[config.mk]
export PLATFORM = sky130hd
export DESIGN_NAME = csr_scratch_seq
export DESIGN_NICKNAME = d
export VERILOG_FILES = /design/src/rtl/csr_seq_pkg.sv /design/src/rtl/csr_seq_timeout.sv /design/src/rtl/csr_scratch_seq.sv
export SDC_FILE = /design/constraint.sdc
export NUM_CORES = 1
export LEC_CHECK = 0
export CAP_MARGIN = 20
export CORE_MARGIN = 1
export CORE_UTILIZATION = 35
export CTS_CLUSTER_DIAMETER = 150
export DETAILED_ROUTE_END_ITERATION = 10
export HOLD_SLACK_MARGIN = 0.05
export PLACE_DENSITY_LB_ADDON = 0.05
export SYNTH_ARGS = -nofsm -noshare
export SYNTH_HDL_FRONTEND = slang
export SYNTH_SLANG_ARGS = --single-unit
[constraint.sdc]
create_clock -name clk -period 4.89 [get_ports clk]
set_input_delay 0.489 -clock clk [delete_from_list [all_inputs] [get_ports clk]]
set_output_delay 0.489 -clock clk [all_outputs]
set_load 0.02 [all_outputs]
[src/rtl/csr_seq_pkg.sv]
// csr_seq_pkg: scratchpad target table, test pattern and FSM states for csr_scratch_seq
package csr_seq_pkg;
  localparam int NUM_TGT = 5;
  localparam logic [63:0] PAT_BASE = 64'hA5A5_5A5A_0000_0000;
  typedef struct packed {
    logic [31:0] addr;
    logic [2:0]  pf;
    logic [10:0] vf;
    logic        va;
  } tgt_t;
  typedef enum logic [2:0] {IDLE, WR_REQ, RD_REQ, RD_WAIT, CHECK, NEXT, FIN} state_t;
  function automatic tgt_t mk_tgt(input logic [31:0] addr, input logic [2:0] pf);
    mk_tgt = '{addr: addr, pf: pf, vf: 11'd0, va: 1'b0};
  endfunction
  // Entry 0 is the LSB element: FME, PCIE, VIRTIO, HSSI, HE-LB
  localparam tgt_t [NUM_TGT-1:0] TGT_TABLE = {
    mk_tgt(32'h0000_0100, 3'd1),
    mk_tgt(32'h0006_0030, 3'd0),
    mk_tgt(32'h0002_0018, 3'd0),
    mk_tgt(32'h0001_0008, 3'd0),
    mk_tgt(32'h0000_0028, 3'd0)
  };
endpackage

[src/rtl/csr_seq_timeout.sv]
// csr_seq_timeout: read-response watchdog; expired flags the last allowed cycle of a wait
module csr_seq_timeout #(
  parameter int TIMEOUT = 1024
) (
  input  logic clk,
  input  logic rst_n,
  input  logic clr,
  input  logic en,
  output logic expired
);
  localparam int CW = $clog2(TIMEOUT + 1);
  logic [CW-1:0] cnt;
  assign expired = en && cnt == CW'(TIMEOUT - 1);
  always_ff @(posedge clk) begin
    if (!rst_n || clr) cnt <= '0;
    else if (en && !expired) cnt <= cnt + 1'b1;
  end
endmodule

[src/rtl/csr_scratch_seq.sv]
// csr_scratch_seq: writes then reads back a pattern on every scratch CSR in two passes
module csr_scratch_seq
  import csr_seq_pkg::*;
#(
  parameter int NUM_TGT = 5,
  parameter int TIMEOUT = 1024
) (
  input  logic               clk,
  input  logic               rst_n,
  input  logic               start,
  output logic               busy,
  output logic               done,
  output logic               pass,
  output logic [7:0]         err_cnt,
  output logic [NUM_TGT-1:0] err_mask,
  output logic               req_valid,
  input  logic               req_ready,
  output logic               req_write,
  output logic [31:0]        req_addr,
  output logic [2:0]         req_pf,
  output logic [10:0]        req_vf,
  output logic               req_vf_active,
  output logic [63:0]        req_wdata,
  input  logic               rsp_valid,
  input  logic [63:0]        rsp_data
);
  localparam int IW = NUM_TGT > 1 ? $clog2(NUM_TGT) : 1;
  state_t state, state_n;
  logic [IW-1:0] idx, idx_n;
  logic phase, phase_n, miss, last, hs, expired, issue, load;
  logic [63:0] pat;
  tgt_t tgt;
  assign hs = req_valid && req_ready;
  assign last = idx == IW'(NUM_TGT - 1);
  assign idx_n = (state == NEXT) ? (last ? '0 : idx + 1'b1) : idx;
  assign phase_n = phase ^ (state == NEXT && last);
  // Request fields are loaded from the upcoming target so they are valid with req_valid
  assign tgt = TGT_TABLE[idx_n];
  assign pat = (PAT_BASE | 64'(idx_n)) ^ {64{phase_n}};
  assign busy = state != IDLE && state != FIN;
  assign done = state == FIN;
  assign issue = state_n == WR_REQ || state_n == RD_REQ;
  assign load = issue && state_n != state;
  csr_seq_timeout #(.TIMEOUT(TIMEOUT)) u_timeout (
    .clk(clk),
    .rst_n(rst_n),
    .clr(state == RD_REQ && hs),
    .en(state == RD_WAIT),
    .expired(expired)
  );
  always_comb begin
    state_n = state;
    case (state)
      IDLE:    state_n = start ? WR_REQ : IDLE;
      WR_REQ:  state_n = hs ? RD_REQ : WR_REQ;
      RD_REQ:  state_n = hs ? RD_WAIT : RD_REQ;
      RD_WAIT: state_n = (rsp_valid || expired) ? CHECK : RD_WAIT;
      CHECK:   state_n = NEXT;
      NEXT:    state_n = (phase && last) ? FIN : WR_REQ;
      default: state_n = IDLE;
    endcase
  end
  always_ff @(posedge clk) begin
    if (!rst_n) begin
      state <= IDLE;
      idx <= '0;
      phase <= 1'b0;
      miss <= 1'b0;
      pass <= 1'b0;
      err_cnt <= '0;
      err_mask <= '0;
      req_valid <= 1'b0;
      req_write <= 1'b0;
      req_addr <= '0;
      req_pf <= '0;
      req_vf <= '0;
      req_vf_active <= 1'b0;
      req_wdata <= '0;
    end else begin
      state <= state_n;
      idx <= idx_n;
      phase <= phase_n;
      req_valid <= issue;
      if (load) begin
        req_write <= state_n == WR_REQ;
        req_addr <= tgt.addr;
        req_pf <= tgt.pf;
        req_vf <= tgt.vf;
        req_vf_active <= tgt.va;
        req_wdata <= pat;
      end
      // A response coinciding with expiry wins; expiry alone counts as a miss
      if (state == RD_WAIT) miss <= !rsp_valid || rsp_data != pat;
      if (state == CHECK && miss) begin
        err_cnt <= err_cnt + 8'(err_cnt != 8'hFF);
        err_mask[idx] <= 1'b1;
      end
      if (state == IDLE && start) begin
        err_cnt <= '0;
        err_mask <= '0;
        pass <= 1'b0;
      end
      if (state_n == FIN) pass <= err_cnt == '0;
    end
  end
endmodule

==> metrics.md, run 1 <==
| Metric | Value |
|---|---|
| Reg-to-Reg End | `req_wdata[62]` |
| Tcrit/Tclk final | `roughly 54%` |
| Period minus WS final | `around 2.6 ns` |
| Clock Root Buffer | `clkbuf_8` |
| Slew HR | `55.7%` |
| P_sw | `0.350 mW` |
| RSZ-0062 raised after global routing | `no` |
| Number of global-route vias before repair | `2599` |
| Largest net degree at the start of global routing | `38` |
| WS Path Type | `flop to flop` |
| YS warnings | `0` |
| CTS HTree Levels | `2` |
| CTS tree | `done` |
| Post-route insts no fill | `between 600 and 700` |
| CP Capture Type | `flop` |
| Slew @ Worst Pin | `roughly 0.66 ns` |
| Drt first pass iters | `4` |
| Wire length per cell | `~13 um` |
| Number of flops mapped to enable cells by yosys | `0` |
| P_int | `~0.70 mW` |
| Routing usage on met1 | `a little under a fifth` |
| Clk slew on worst S/H paths | `approximately 0.090 ns` |
| Total negative slack | `0 ns` |
| Most common cell in the netlist | `buf_4` |
| Distinct cells, synth | `55` |
| Share of power burned in registers | `around two fifths` |
| Most crowded layer after global routing | `met2` |
| Port bufs | `between 150 and 200` |
| Fin util | `49.1%` |
| Area after DPL | `about 4400 um^2` |
| Most common library cells after synthesis | `buf_4, dfxtp_1, nor2_1, nand2_1, nand4_1` |
| Comb pwr share | `a little under two fifths` |
| Final WL | `slightly below 8000 um` |
| Synth top area share | `~28%` |
| Filler cells | `slightly below 900` |
| Overflow after GRT | `0` |
| Setup Skew | `around 0.010 ns` |
| Power Density | `roughly 230 nW/um^2` |
| CTS buffer count | `5` |
| Maximum vdd drop | `0.158 mV` |
| Fmax | `~380 MHz` |
| Final slew viol count | `0` |
| Final setup vio count | `0` |
| Routed vias | `2867` |
| I/O pins | `around 200` |
| Status | `complete, no violations` |
| Initial core utilization | `a little over a third` |
| CTS Buffer Depth | `2` |
| Row count | `35` |
| Detailed Place HPWL | `~6400 um` |
| Clk sinks | `46` |
| Hold Crit Depth | `2` |
| Top FF cell, synth | `dfxtp_1` |
| Placed cells | `613` |
| Worst hold path class | `flop to flop` |
| Async SR Flop Fraction | `0%` |
| Initial antenna violation count | `0` |
| Reg2Reg Launch Point | `idx[0]` |
| Met3 usage | `2.88%` |
| Fin Hold WS | `roughly 0.46 ns` |
| Fin area | `between 4000 and 5000 um^2` |
| Synth Register Bits | `46` |
| Clock share of power | `about a quarter` |
| Reg2reg path depth | `8` |
| Worst R2R Setup Slack | `~2.3 ns` |
| DRC | `0` |
| Post-CTS setup buffers | `0` |
| Die Width | `roughly 100 um` |
| Mapped Area | `roughly 3300 um^2` |
| Post-CTS resize count | `0` |
| Cts-stage hold buffer count | `0` |
| Worst Path Max Fanout | `11` |
| First-pass GRT wire length | `between 10000 and 15000 um` |
| Synth top area cells | `dfxtp_1, buf_4, xor2_1` |
| Fraction of layout cells with a size suffix above 1 | `5.08%` |
| Initial drt markers | `79` |
| Required time worst endpoint | `5.09 ns` |
| GRT Overall Usage | `between 10% and 20%` |
| Die Y-Extent | `99.6 um` |
| Register area share after synthesis | `between 20% and 30%` |
| Mapped Cells | `~400` |
| Endpoint, Worst Hold | `req_addr[5]` |
| Area growth, synth to finish | `36.1%` |
| Core region area | `just over 9000 um^2` |
| DR vias/cell | `~4.6` |
| Antenna cell count | `0` |
| Sw frac | `33.3%` |
| # nets final | `~570` |
| Antenna violation net count after detailed routing | `0` |
| Leakage | `1.71 nW` |
| Hold_sp | `req_addr[5]` |
| Mean post-synth cell area | `about 8.4 um^2` |
| Yosys top cell by area | `dfxtp_1` |
| Critical path launch point type | `flop` |
| Hold Vio Cnt, Final | `0` |
| Met2 Use GR | `a little over a quarter` |
| Full die area | `9930 um^2` |
| GP Congestion | `roughly 0.84` |
| CP Data Arrival Time | `between 2 and 3 ns` |
| Clock Latency Late Sink | `0.30 ns` |
| Max cap viols | `0` |
==> layer usage <==
metal,part of all wire (%),wire [um]
met5,0,0
met4,1.8,142
met3,5.2,407
met2,49,3810
met1,44,3450
==> placed cells by master (no fill, tap or decap), types with 6 or more instances in the layout <==
cell / Yosys / routed
nor4_1: 13 / 13
clkbuf_8: 0 / 6
and3_1: 9 / 9
clkdlybuf4s50_1: 0 / 158
nand3_1: 10 / 10
xor2_1: 16 / 16
nor2_1: 36 / 36
mux2i_1: 11 / 11
and2_1: 6 / 6
conb_1: 1 / 39
ha_1: 8 / 8
a31oi_1: 10 / 10
inv_1: 7 / 7
nand2_1: 23 / 23
nand4_1: 18 / 18
a21oi_1: 7 / 7
dfxtp_1: 46 / 46
==> flip-flops by register name (all words and copies together) (netlist names) <==
| name | cells |
|---|---|
| idx | 3 |
| pass | 1 |
| err_mask | 5 |
| u_timeout.cnt | 11 |
| req_write | 1 |
| err_cnt | 8 |
| req_addr | 6 |
| miss | 1 |
| phase | 1 |
| state | 3 |
| req_valid | 1 |
| req_wdata | 5 |
==> worst max-delay path, cell delays in order, from the launching register on <==
cell and delay, ns:
dfxtp_1 0.44, inv_1 0.09, ha_1 0.23, and3_1 0.23, a221o_1 0.33, o22ai_2 0.14
xor2_1 0.33, and3_4 0.37, mux2_2 0.35
==> kinds of logic after synthesis <==
family | count (synthesis) | share of synthesized area (%)
fa+ha+maj | 8 | 3.00
simple gates | 154 | 26.5
other cells | 1 | 0.112
xor+xnor | 22 | 6.00
buf+inv | 118 | 25.1
mux | 14 | 4.43
compound gates | 34 | 7.20
flops | 46 | 27.6
==> worst max path at each step <==
stage | from | endpoint | slack [ns] | cells after the start
final | idx[0] | req_wdata[62] | 2.26 | 8
after global routing | idx[0] | req_wdata[62] | 2.06 | 8
after CTS | idx[0] | req_wdata[62] | 2.25 | 8
after detailed placement | req_ready | req_wdata[62] | 2.15 | 7
after global placement | req_ready | req_wdata[62] | 2.23 | 7
after floorplan | idx[0] | req_addr[8] | 2.51 | 9
==> stage by stage <==
step / setup slack [ns] / power (mW)
finish: 2.26 / 1.05
global route: 2.06 / 1.11
CTS: 2.25 / 1.06
detailed placement: 2.15 / 0.818
global placement: 2.23 / 0.817
floorplan: 2.51 / 0.709
==> power by group through the flow <==
| stage | Clock, mW | Combinational, mW | Sequential [mW] |
|---|---|---|---|
| final | 0.245 | 0.387 | 0.422 |
| after global routing | 0.271 | 0.414 | 0.427 |
| after CTS | 0.254 | 0.388 | 0.423 |
| after detailed placement | 0 | 0.387 | 0.431 |
| after global placement | 0 | 0.386 | 0.431 |
| after floorplan | 0 | 0.264 | 0.445 |
==> layout make-up <==
class	instances	area [um^2]	area share, %
clock inverter	2	12.5	0.276
tap	129	161	3.56
clock buffer	6	82.6	1.82
multi-input combinational	271	1720	37.9
sequential	46	921	20.3
inverter	7	26.3	0.579
timing repair buffer	160	1620	35.6
Note: power is estimated with default switching activity, not from simulation.
==> run 2: changes to the inputs <==
Clock period 4.89 ns to 2.3 ns, I/O delays scaled along.
==> metrics.md, run 2 (synthesis gave the netlist of run 1 again) <==
| Metric | Value |
|---|---|
| Status | `complete, no violations` |
| Max cap viols | `0` |
| Required time worst endpoint | `approximately 2.5 ns` |
| Placed cells | `about 630` |
| GRT Overall Usage | `15.9%` |
| Largest net degree at the start of global routing | `47` |
| Most used cell, CP | `and3_4` |
| CP max-delay cell | `a221o_1` |
| Clk sinks | `between 40 and 50` |
| Clk slew on worst S/H paths | `0.09 ns` |
| Fin util | `50.8%` |
| Critical path launch point type | `flop` |
| Period minus WS final | `2.21 ns` |
| Worst Path Max Fanout | `8` |
| GP Congestion | `about 0.81` |
| Worst path top cell family by delay | `compound AO/OA/AOI/OAI gates` |
| WS Path Type | `flop to flop` |
| Crit path largest cell delay | `roughly 0.38 ns` |
| Most common cell after layout, fill and taps aside | `clkdlybuf4s50_1` |
| Wire length per cell | `roughly 13 um` |
| Worst hold path class | `flop to flop` |
| Overflow after GRT | `0` |
| CP Data Arrival Time | `roughly 2.4 ns` |
| DR vias/cell | `between 4 and 5` |
| First-pass GRT wire length | `roughly 13000 um` |
| DRC | `0` |
| Slew @ Worst Pin | `roughly 0.53 ns` |
| Total negative slack | `0 ns` |
| Area growth, synth to finish | `40.6%` |
| Maximum vdd drop | `0.250 mV` |
| CTS Buffer Depth | `2` |
| Initial antenna violation count | `0` |
| Port bufs | `around 160` |
| Final WL | `8040 um` |
| Die Width | `about 100 um` |
| Final setup vio count | `0` |
| Final slew viol count | `0` |
| Tcrit/Tclk final | `a little over nine tenths` |
| CTS buffer count | `5` |
| Drt first pass iters | `4` |
| Cts-stage hold buffer count | `0` |
| Initial drt markers | `69` |
| Initial core utilization | `between 30% and 40%` |
| Max reg flops | `11` |
| Commonest non-fill, non-tap cells in the layout | `clkdlybuf4s50_1, dfxtp_1, conb_1` |
| Slew HR | `between 60% and 70%` |
| CP Capture Type | `flop` |
| WP buf/inv | `1` |
| Die Y-Extent | `about 100 um` |
| Biggest regs | `u_timeout.cnt x11, err_cnt x8, req_addr x6` |
| Antenna violation net count after detailed routing | `0` |
| Top reg by flops | `u_timeout.cnt` |
| Full die area | `approximately 9900 um^2` |
| Row count | `35` |
| Setup Skew | `0.0128 ns` |
| Core region area | `around 9000 um^2` |
| CTS tree | `done` |
| CTS HTree Levels | `2` |
| Hold Vio Cnt, Final | `0` |
| Clock Latency Late Sink | `slightly above 0.3 ns` |
| Detailed Place HPWL | `6500 um` |
| Clock Root Buffer | `clkbuf_8` |
| Filler cells | `891` |
| Routed vias | `between 2000 and 3000` |
| Crit path cell chain | `inv_1 -> ha_2 -> and3_4 -> a221o_1 -> o22ai_4 -> xor2_2 -> and3_4 -> mux2_2` |
| Post-route insts no fill | `approximately 640` |
| Fmax | `roughly 450 MHz` |
| # nets final | `588` |
| Power Density | `between 400 and 500 nW/um^2` |
| Fraction of layout cells with a size suffix above 1 | `under 10%` |
| Antenna cell count | `0` |
| I/O pins | `~200` |
| Leakage | `roughly 1.8 nW` |
| Number of global-route vias before repair | `about 2700` |
-- run 2: cell count changes in the layout (fill, tap and decap cells not counted), sizes merged --
cell / delta
clkbuf: -1
buf: +20
clkinv: +1
-- run 2: worst min-delay path, stage by stage, from the launching register on --
cell	delay [ns]
dfxtp_1	0.32
nand2_1	0.05
mux2i_1	0.05
-- run 2: through the flow --
stage          instance area [um^2]  power [mW]  hold WS, ns  worst slack [ns]
2_1_floorplan                  3490        1.51        0.411           0.00950
3_3_place_gp                   4570        1.77        0.453           0.00713
3_5_place_dp                   4570        1.78        0.455           -0.0277
4_1_cts                        4660        2.28        0.467            0.0536
5_1_grt                        4690        2.41        0.492           -0.0127
6_report                       4690        2.29        0.459            0.0888
-- run 2: worst paths after layout --
kind | start | endpoint | slack, ns | cells after the start
setup / recovery | idx[0] | req_wdata[62] | 0.09 | 8
setup reg to reg | idx[0] | req_wdata[62] | 0.09 | 8
hold reg to reg | req_addr[5] | req_addr[5] | 0.46 | 2
hold / removal | req_addr[5] | req_addr[5] | 0.46 | 2
-- run 2: repair_timing --
action,CTS,global route
resized for setup,0,5
hold endpoints to repair,0,0
setup buffers,0,2
endpoints found under the setup margin,0,7
-- run 2: cell type report --
type | count | area, um^2 | share of cell area, %
clock buffer | 5 | 68.8 | 1.47
clock inverter | 3 | 21.3 | 0.453
inverter | 7 | 26.3 | 0.560
multi-input combinational | 271 | 1740 | 37.2
sequential | 46 | 923 | 19.7
tap | 129 | 161 | 3.44
timing repair buffer | 180 | 1750 | 37.2
-- run 2: metal layers --
| layer | global-route usage (%) | share of wire, % | routed length [um] | up-vias |
|---|---|---|---|---|
| li1 | - | - | - | 1482 |
| met2 | 28.5 | 49 | 3970 | 103 |
| met3 | 3.44 | 5.2 | 422 | 13 |
| met4 | 4.41 | 1.6 | 131 | 0 |
| met5 | 0 | 0 | 0 | - |
| met1 | 19.2 | 44 | 3520 | 1344 |
-- run 2: power by group --
| part | internal [mW] | switching, mW |
|---|---|---|
| clock | 0.214 | 0.293 |
| sequential | 0.841 | 0.0500 |
| combinational | 0.460 | 0.432 |
| total | 1.52 | 0.775 |
==> run 3: changes to the inputs <==
Settings changed: PLACE_DENSITY set to 0.83, PLACE_DENSITY_LB_ADDON 0.05 to unset.
==> metrics.md, run 3 (synthesis gave the netlist of run 1 again) <==
| Metric | Value |
|---|---|
| Slew HR | `between 50% and 60%` |
| Fraction of layout cells with a size suffix above 1 | `under 10%` |
| Worst hold path class | `flop to flop` |
| Total negative slack | `0 ns` |
| Fin util | `between 50% and 60%` |
| CP Data Arrival Time | `roughly 2.4 ns` |
| Hold Vio Cnt, Final | `0` |
| Post-Place Worst Slack | `-0.0352 ns` |
| Row count | `35` |
| Status | `complete, no violations` |
| DRC | `0` |
| Initial drt markers | `about 90` |
| Overflow after GRT | `0` |
| Drt first pass iters | `4` |
| Max cap viols | `0` |
| Power Density | `539 nW/um^2` |
| CTS buffer count | `5` |
| Setup Skew | `~0.010 ns` |
| Setup slack after layout | `0.0828 ns` |
| Die Y-Extent | `between 90 and 100 um` |
| Crit path largest cell delay | `~0.4 ns` |
| Most common cell after layout, fill and taps aside | `clkdlybuf4s50_1` |
| Initial core utilization | `between 30 and 40%` |
| Final slew viol count | `0` |
| CP max-delay cell | `or3b_4` |
| Fmax | `approximately 450 MHz` |
| Maximum vdd drop | `about 0.32 mV` |
| Number of global-route vias before repair | `between 2000 and 3000` |
| Crit path cell chain | `ha_2 -> and3b_1 -> a311o_1 -> nand4_1 -> or3b_4 -> and3_4 -> mux2_4` |
| Slew @ Worst Pin | `0.607 ns` |
| Clk sinks | `46` |
| Initial antenna violation count | `0` |
| Worst Path Max Fanout | `6` |
| Required time worst endpoint | `between 2 and 2.5 ns` |
| Max reg flops | `11` |
| Antenna cell count | `0` |
| Routed vias | `around 3000` |
| Hold_sp | `req_addr[3]` |
| Commonest non-fill, non-tap cells in the layout | `clkdlybuf4s50_1, dfxtp_1, conb_1` |
| Detailed Place HPWL | `approximately 6700 um` |
| Filler cells | `roughly 870` |
| Reg2Reg Launch Point | `u_timeout.cnt[0]` |
| CTS HTree Levels | `2` |
| Wire length per cell | `approximately 13 um` |
| CP Capture Type | `flop` |
| Seq. cell area | `926 um^2` |
| GP Congestion | `roughly 0.85` |
| Area growth, synth to finish | `40.8%` |
| Port bufs | `about 160` |
| WS Path Type | `flop to flop` |
| Critical path launch point type | `flop` |
| Biggest regs | `u_timeout.cnt x11, err_cnt x8, req_addr x6` |
| # nets final | `580` |
| Die Width | `99.6 um` |
| Core region area | `between 9000 and 10000 um^2` |
| Cts-stage hold buffer count | `0` |
| Full die area | `just under 10000 um^2` |
| First-pass GRT wire length | `approximately 13000 um` |
| Clock Latency Late Sink | `about 0.3 ns` |
| CTS tree | `done` |
| I/O pins | `about 200` |
| Final WL | `8300 um` |
| Tcrit/Tclk final | `a little over nine tenths` |
| Clk slew on worst S/H paths | `approximately 0.090 ns` |
| Top reg by flops | `u_timeout.cnt` |
| Clock Root Buffer | `clkbuf_8` |
| Final setup vio count | `0` |
| Post-CTS setup buffers | `0` |
| Leakage | `approximately 1.8 nW` |
| Period minus WS final | `around 2.2 ns` |
| Largest net degree at the start of global routing | `46` |
| Area of the multi-input gates | `roughly 1700 um^2` |
| CTS Buffer Depth | `2` |
| CP Launch Point | `u_timeout.cnt[0]` |
| DR vias/cell | `around 4.7` |
| Antenna violation net count after detailed routing | `0` |
| GRT Overall Usage | `between 10% and 20%` |
==> run 3: changes by cell type in the layout (fill, tap and decap cells not counted), moves of 2 or more <==
cell       delta
dfxtp_2       +2
dfxtp_1       -2
buf_4         -9
bufinv_16     +2
==> run 3: repair_timing <==
item / CTS / global route
endpoints found under the setup margin: 1 / 12
gates resized for setup: 1 / 7
cloned: 0 / 0
pin swaps: 0 / 5
==> run 3: layer usage <==
layer	global-route usage [%]	part of all wire, %
met1	18.4	43
met2	30.9	52
met3	2.95	5.1
met4	4.64	0.82
met5	0	0
==> run 3: final timing paths <==
kind,to,slack (ns),depth (start not counted)
min,req_addr[3],0.46,2
max,req_addr[8],0.08,7
min reg2reg,req_addr[3],0.46,2
max reg2reg,req_addr[8],0.08,7
==> run 3: area by class of cell <==
type	count	area share (%)
sequential	46	19.7
timing repair buffer	172	36.2
tap	129	3.44
multi-input combinational	271	37.1
inverter	7	0.559
clock buffer	6	1.76
clock inverter	2	1.28
==> run 3: power by group <==
group	internal (mW)	leakage [nW]	total (mW)	switching (mW)
clock network	0.464	0.0714	0.744	0.280
registers	0.842	0.375	0.901	0.0589
logic	0.456	1.34	0.887	0.431
total	1.76	1.79	2.53	0.770
==> run 3: through the flow <==
step                      area [um^2]  hold WS (ns)  std cells  total power [mW]
final                            4700         0.464        633              2.53
after detailed placement         4540         0.453        625              1.80
after global placement           4540         0.449        625              1.79
after CTS                        4680         0.469        633              2.55
after global routing             4700         0.490        633              2.63
after floorplan                  3490         0.411        435              1.51
==> run 3: critical path: cells and delay by family (launching register included) <==
family	cells	cell delay [ns]
muxes	1	0.30
DFF	1	0.34
adders and majority gates	1	0.20
and+or+nand+nor	4	0.89
AOI/OAI and AO/OA	1	0.38
